--- src/rtl/mm_pe_scheduler.sv ---
// Schedules N*N dot products on one PE to form C = A x B from row/column memory fetches.
// Optional build macro MM_PE_SCHED_ERR_ABORT_EN: a PE error ends the operation at once, skipping that write.
module mm_pe_scheduler #(
   parameter int N           = 8,
   parameter int DATA_WIDTH  = 16,
   parameter int ACCUM_WIDTH = 2*DATA_WIDTH,
   parameter int PE_LAT      = N+2,
   parameter int ADDR_W      = $clog2(N*N)
) (
   input  logic                     clk,
   input  logic                     rst,
   input  logic                     start,
   output logic                     busy,
   output logic                     done,
   output logic                     err,
   output logic                     a_rd_en,
   output logic [ADDR_W-1:0]        a_rd_addr,
   input  logic [DATA_WIDTH-1:0]    a_rd_data,
   output logic                     b_rd_en,
   output logic [ADDR_W-1:0]        b_rd_addr,
   input  logic [DATA_WIDTH-1:0]    b_rd_data,
   output logic                     pe_init,
   output logic [N*DATA_WIDTH-1:0]  pe_row,
   output logic [N*DATA_WIDTH-1:0]  pe_col,
   input  logic [ACCUM_WIDTH-1:0]   pe_total,
   input  logic                     pe_err,
   output logic                     c_wr_en,
   output logic [ADDR_W-1:0]        c_wr_addr,
   output logic [ACCUM_WIDTH-1:0]   c_wr_data
);

   localparam int IDX_W  = (N > 1) ? $clog2(N) : 1;
   localparam int K_W    = $clog2(N+1);
   localparam int WAIT_W = (PE_LAT > 1) ? $clog2(PE_LAT) : 1;

   localparam logic [IDX_W-1:0]  LAST_IDX  = IDX_W'(N-1);
   localparam logic [K_W-1:0]    K_LAST    = K_W'(N);
   localparam logic [WAIT_W-1:0] WAIT_INIT = WAIT_W'(PE_LAT-1);

   typedef enum logic [2:0] {
      S_IDLE,
      S_FETCH,
      S_FIRE,
      S_WAIT,
      S_WRITE,
      S_DONE
   } state_t;

   state_t                    state_q, state_d;
   logic [IDX_W-1:0]          i_q, i_d;
   logic [IDX_W-1:0]          j_q, j_d;
   logic [K_W-1:0]            k_q, k_d;
   logic [WAIT_W-1:0]         wait_q, wait_d;
   logic [N*DATA_WIDTH-1:0]   row_q, row_d;
   logic [N*DATA_WIDTH-1:0]   col_q, col_d;
   logic [ACCUM_WIDTH-1:0]    total_q, total_d;
   logic                      err_q, err_d;

   logic [ADDR_W-1:0]         i_ext, j_ext, k_ext, n_ext;
   logic [K_W-1:0]            slot;

   assign i_ext = ADDR_W'(i_q);
   assign j_ext = ADDR_W'(j_q);
   assign k_ext = ADDR_W'(k_q);
   assign n_ext = ADDR_W'(N);

   assign pe_row = row_q;
   assign pe_col = col_q;
   assign err    = err_q;

   // NOTE: every variable gets a default before the case so no path leaves one unassigned (no latches).
   always_comb begin
      state_d   = state_q;
      i_d       = i_q;
      j_d       = j_q;
      k_d       = k_q;
      wait_d    = wait_q;
      row_d     = row_q;
      col_d     = col_q;
      total_d   = total_q;
      err_d     = err_q;
      slot      = k_q - 1'b1;
      busy      = (state_q != S_IDLE);
      done      = 1'b0;
      a_rd_en   = 1'b0;
      b_rd_en   = 1'b0;
      a_rd_addr = '0;
      b_rd_addr = '0;
      pe_init   = 1'b0;
      c_wr_en   = 1'b0;
      c_wr_addr = '0;
      c_wr_data = '0;

      case (state_q)
         S_IDLE: begin
            if (start) begin
               err_d   = 1'b0;
               i_d     = '0;
               j_d     = '0;
               k_d     = '0;
               state_d = S_FETCH;
            end
         end

         S_FETCH: begin
            // Reads issue on cycles 0..N-1; data lands one cycle later in slot k-1.
            if (k_q != K_LAST) begin
               a_rd_en   = 1'b1;
               b_rd_en   = 1'b1;
               a_rd_addr = i_ext * n_ext + k_ext;
               b_rd_addr = k_ext * n_ext + j_ext;
            end
            if (k_q != '0) begin
               row_d[slot*DATA_WIDTH +: DATA_WIDTH] = a_rd_data;
               col_d[slot*DATA_WIDTH +: DATA_WIDTH] = b_rd_data;
            end
            if (k_q == K_LAST) begin
               k_d     = '0;
               state_d = S_FIRE;
            end else begin
               k_d = k_q + 1'b1;
            end
         end

         S_FIRE: begin
            pe_init = 1'b1;
            wait_d  = WAIT_INIT;
            state_d = S_WAIT;
         end

         S_WAIT: begin
            if (wait_q == '0) begin
               total_d = pe_total;
               if (pe_err) begin
                  err_d = 1'b1;
               end
`ifdef MM_PE_SCHED_ERR_ABORT_EN
               state_d = pe_err ? S_DONE : S_WRITE;
`else
               state_d = S_WRITE;
`endif
            end else begin
               wait_d = wait_q - 1'b1;
            end
         end

         S_WRITE: begin
            c_wr_en   = 1'b1;
            c_wr_addr = i_ext * n_ext + j_ext;
            c_wr_data = total_q;
            if (j_q != LAST_IDX) begin
               j_d     = j_q + 1'b1;
               state_d = S_FETCH;
            end else begin
               j_d = '0;
               if (i_q != LAST_IDX) begin
                  i_d     = i_q + 1'b1;
                  state_d = S_FETCH;
               end else begin
                  state_d = S_DONE;
               end
            end
         end

         S_DONE: begin
            done    = 1'b1;
            busy    = 1'b0;
            state_d = S_IDLE;
         end

         default: state_d = S_IDLE;
      endcase
   end

   // NOTE: state registers use non-blocking assignments so all flops update together at the edge.
   always_ff @(posedge clk) begin
      if (rst) begin
         state_q <= S_IDLE;
         i_q     <= '0;
         j_q     <= '0;
         k_q     <= '0;
         wait_q  <= '0;
         // NOTE: the operand buffers are cleared too, because they drive pe_row/pe_col directly.
         row_q   <= '0;
         col_q   <= '0;
         total_q <= '0;
         err_q   <= 1'b0;
      end else begin
         state_q <= state_d;
         i_q     <= i_d;
         j_q     <= j_d;
         k_q     <= k_d;
         wait_q  <= wait_d;
         row_q   <= row_d;
         col_q   <= col_d;
         total_q <= total_d;
         err_q   <= err_d;
      end
   end

endmodule

--- config.mk ---
export PLATFORM = sky130hd
export DESIGN_NAME = mm_pe_scheduler
export DESIGN_NICKNAME = d
export VERILOG_FILES = /design/src/rtl/mm_pe_scheduler.sv
export SDC_FILE = /design/constraint.sdc
export NUM_CORES = 1
export LEC_CHECK = 0
export BUFFER_PORTS_ARGS = -buffer_cell sky130_fd_sc_hd__buf_2
export CAP_MARGIN = 20
export CORE_MARGIN = 2
export CORE_UTILIZATION = 40
export CTS_CLUSTER_SIZE = 10
export DETAILED_ROUTE_END_ITERATION = 8
export PLACE_DENSITY = 0.75
export SLEW_MARGIN = 40
export SYNTH_ARGS = -nofsm -noshare
export SYNTH_HDL_FRONTEND = slang
export SYNTH_SLANG_ARGS = --single-unit
--- constraint.sdc ---
create_clock -name clk -period 8.5 [get_ports clk]
set_input_delay 1.275 -clock clk [delete_from_list [all_inputs] [get_ports clk]]
set_output_delay 1.275 -clock clk [all_outputs]
set_load 0.005 [all_outputs]
==> summary.md <==
| Metric | Value |
|---|---|
| # DRC | `0` |
| Post-synthesis simple-gate area fraction | `26.8%` |
| R2R Setup Slk | `4.68 ns` |
| CTS tree | `done` |
| Crit path required time | `7.22 ns` |
| Initial core utilization | `about two fifths` |
| Rel. slew slack | `47.8%` |
| Antenna Nets Post-Route | `0` |
| Pint | `between 2 and 2.5 mW` |
| PwrDens | `approximately 230 nW/µm²` |
| Final slew viol count | `0` |
| # Max-Cap Violations | `0` |
| Number of synthesized flops with an enable pin | `0` |
| Switching power | `1.05 mW` |
| Drt pass-1 iters | `5` |
| Crit path DAT | `2.84 ns` |
| Comb pwr share | `16.5%` |
| Worst vdd ir | `0.139 mV` |
| Layout cells sized above 1 | `25.7%` |
| Place WS | `between 4 and 5 ns` |
| Clock sinks | `306` |
| CP Launch Type | `register` |
| Sequential share of power | `~43%` |
| Routing usage on met1 | `29.6%` |
| Gr ovfl total | `0` |
| Power share of the clock group | `about 40%` |
| Final Setup Violations | `0` |
| LEAKAGE | `approximately 6.8 nW` |
| Fillcell total | `2892` |
| Mapped Area | `approximately 13000 µm²` |
| Max Freq | `approximately 240 MHz` |
| Mux contribution to synthesized area | `under 10%` |
| Top cells by area, synth | `dfxtp_1 (49%), a21oi_1 (9.5%), nand2_1 (9.0%)` |
| Die width | `181 µm` |
| CP Class | `reg2out` |
| Ys Warns | `0` |
| Final RePlAce weighted congestion | `0.800` |
| Most frequent cell after synthesis | `dfxtp_1` |
| Vias in the first global route | `11100` |
| Fin nets | `between 1500 and 2000` |
| Syn Area/Cell | `8.25 µm²` |
| Detailed Route Iter0 Violations | `787` |
| Register area | `between 6000 and 7000 µm²` |
| RSZ-0062 raised after global routing | `false` |
| Total core area | `30800 µm²` |
| HPWL after DPL | `around 27000 µm` |
| Vias per cell | `approximately 5.4` |
| Postcts setup bufs | `0` |
| Post-synth top cells | `dfxtp_1 (306), nand2_1 (301), a21oi_1 (238)` |
| Register bit count reported by yosys | `306` |
| Post-CTS Hold Fix Bufs | `0` |
| Row cnt | `64` |
| Clk root buf | `clkbuf_16` |
| Compound-Gate Fraction of Synth Area | `10.6%` |
| CTS Buffer Depth | `3` |
| IO Count | `381` |
| XOR/XNOR Fraction of Synth Area | `less than 1%` |
| Clock-pin slew on the worst setup and hold paths | `0.05 ns` |
| Total Power | `3.51 mW` |
| Global Route met3 Usage | `6.76%` |
| Worst-Margin Slew | `~0.8 ns` |
| Worst setup margin | `4.39 ns` |
| Post-route setup TNS | `0 ns` |
| Largest family of logic cells by synthesized area | `simple AND/OR/NAND/NOR gates` |
| Largest net degree at the start of global routing | `148` |
| Gate Count Post-Synth | `1527` |
| Max FO, Critical Path | `16` |
| TritonCTS Buffers | `37` |
| Fraction of registers with async set/reset | `0%` |
| Routed len/inst | `18.7 µm` |
| Final hold vios | `0` |
| Status | `finished, final reports clean` |
| Adder-cell share of the synthesized area | `1.49%` |
| Die area | `32900 µm²` |
| I/O Buffers | `380` |
| H-tree levels | `2` |
| Top_reg_cell synth | `dfxtp_1` |
| Switching Fraction | `30.0%` |
| Met2 Track Usage GR | `38.6%` |
| Diodes inserted | `0` |
| CP Capture Type | `primary output` |
| Post-Synthesis Net Count | `about 1600` |
| Yosys top cell area share | `about half` |
| Initial antenna violation count | `0` |
| Skew-Pair Late Insertion Delay | `0.51 ns` |
| Synth cell types | `42` |
| Footprint of the multi-input gates | `5710 µm²` |
| Most used routing layer | `met2` |
| GR Util All Layers | `a little under a quarter` |
| Cell taking the most area after synthesis | `dfxtp_1` |
| Fin crit share | `48.4%` |
| Resize count post-CTS | `0` |
| Final Routed Wirelength | `41200 µm` |
| Seq/Total Area, Yosys | `48.6%` |
| Die Ht | `181 µm` |
| Tmin final | `4.11 ns` |
| Layout area overhead | `23.2%` |
| Worst-case clock skew | `between 0.01 and 0.015 ns` |
| Hold Path Class | `reg2reg` |
| First-pass GRT wire length | `62300 µm` |
| Via count of the routed design | `~12000` |
[registers in the layout, summed over array words and instances (netlist names)]
name     count
pe_col     128
state_q      3
i_q          3
j_q          3
k_q          4
total_q     32
err          1
pe_row     128
wait_q       4
[per-stage QoR]
step	cell area (µm²)	hold slack (ns)	util [%]	cells
3_5_place_dp	14400	0.443	46.8	2156
4_1_cts	15500	0.450	50.3	2204
2_1_floorplan	12600	0.432	-	1527
5_1_grt	15500	0.465	50.4	2205
3_3_place_gp	14400	0.438	46.8	2156
6_report	15500	0.449	50.4	2205
[per-layer routing]
layer  vias to the layer above  wire length [µm]
met5                         -                 0
met4                         0              1590
met3                       105              4350
met2                       596             18700
met1                      5626             16600
li1                       5619                 -
[layout make-up]
type | instances | share of cell area (%)
repair buffers | 402 | 13.6
well taps | 396 | 3.19
flip-flops and latches | 306 | 39.5
inverters | 9 | 0.218
clock buffers | 45 | 6.55
clock inverters | 3 | 0.266
multi-input cells | 1044 | 36.8
[final timing paths]
| kind | from | endpoint | depth (start not counted) |
|---|---|---|---|
| max | k_q[0] | a_rd_addr[0] | 5 |
| min | pe_row[52] | pe_row[52] | 2 |
| max reg2reg | k_q[0] | pe_col[84] | 10 |
| min reg2reg | pe_row[52] | pe_row[52] | 2 |
[critical path, stage by stage (launching register included)]
cell	delay, ns
dfxtp_1	0.71
inv_1	0.26
ha_1	0.39
a21oi_2	0.56
and2_1	0.27
buf_2	0.13
[power by group through the flow]
stage          logic (mW)  clock network, mW  registers (mW)
2_1_floorplan       0.446                  0            1.51
3_3_place_gp        0.553                  0            1.53
3_5_place_dp        0.569                  0            1.54
4_1_cts             0.572               1.45            1.51
5_1_grt             0.629               1.51            1.51
6_report            0.581               1.42            1.51
[cells by family after synthesis]
logic type	after synthesis
DFF	306
AOI/OAI and AO/OA	254
and+or+nand+nor	701
xor gates and xnor gates	8
buffers and inverters	177
muxes	66
adders and majority gates	15
[cell usage in the layout (no fill, tap or decap), types with 9 or more instances in the layout]
cell | Yosys | routed
and3_1 | 44 | 44
clkbuf_16 | 0 | 38
ha_1 | 15 | 15
inv_1 | 9 | 9
buf_2 | 29 | 379
mux2i_1 | 66 | 66
nor2_1 | 15 | 13
nand2_1 | 301 | 300
nand2b_1 | 98 | 98
buf_4 | 9 | 19
a21oi_1 | 238 | 237
dfxtp_1 | 306 | 306
nand3_1 | 205 | 204
and2_1 | 11 | 10
Note: power is estimated with default switching activity, not from simulation.
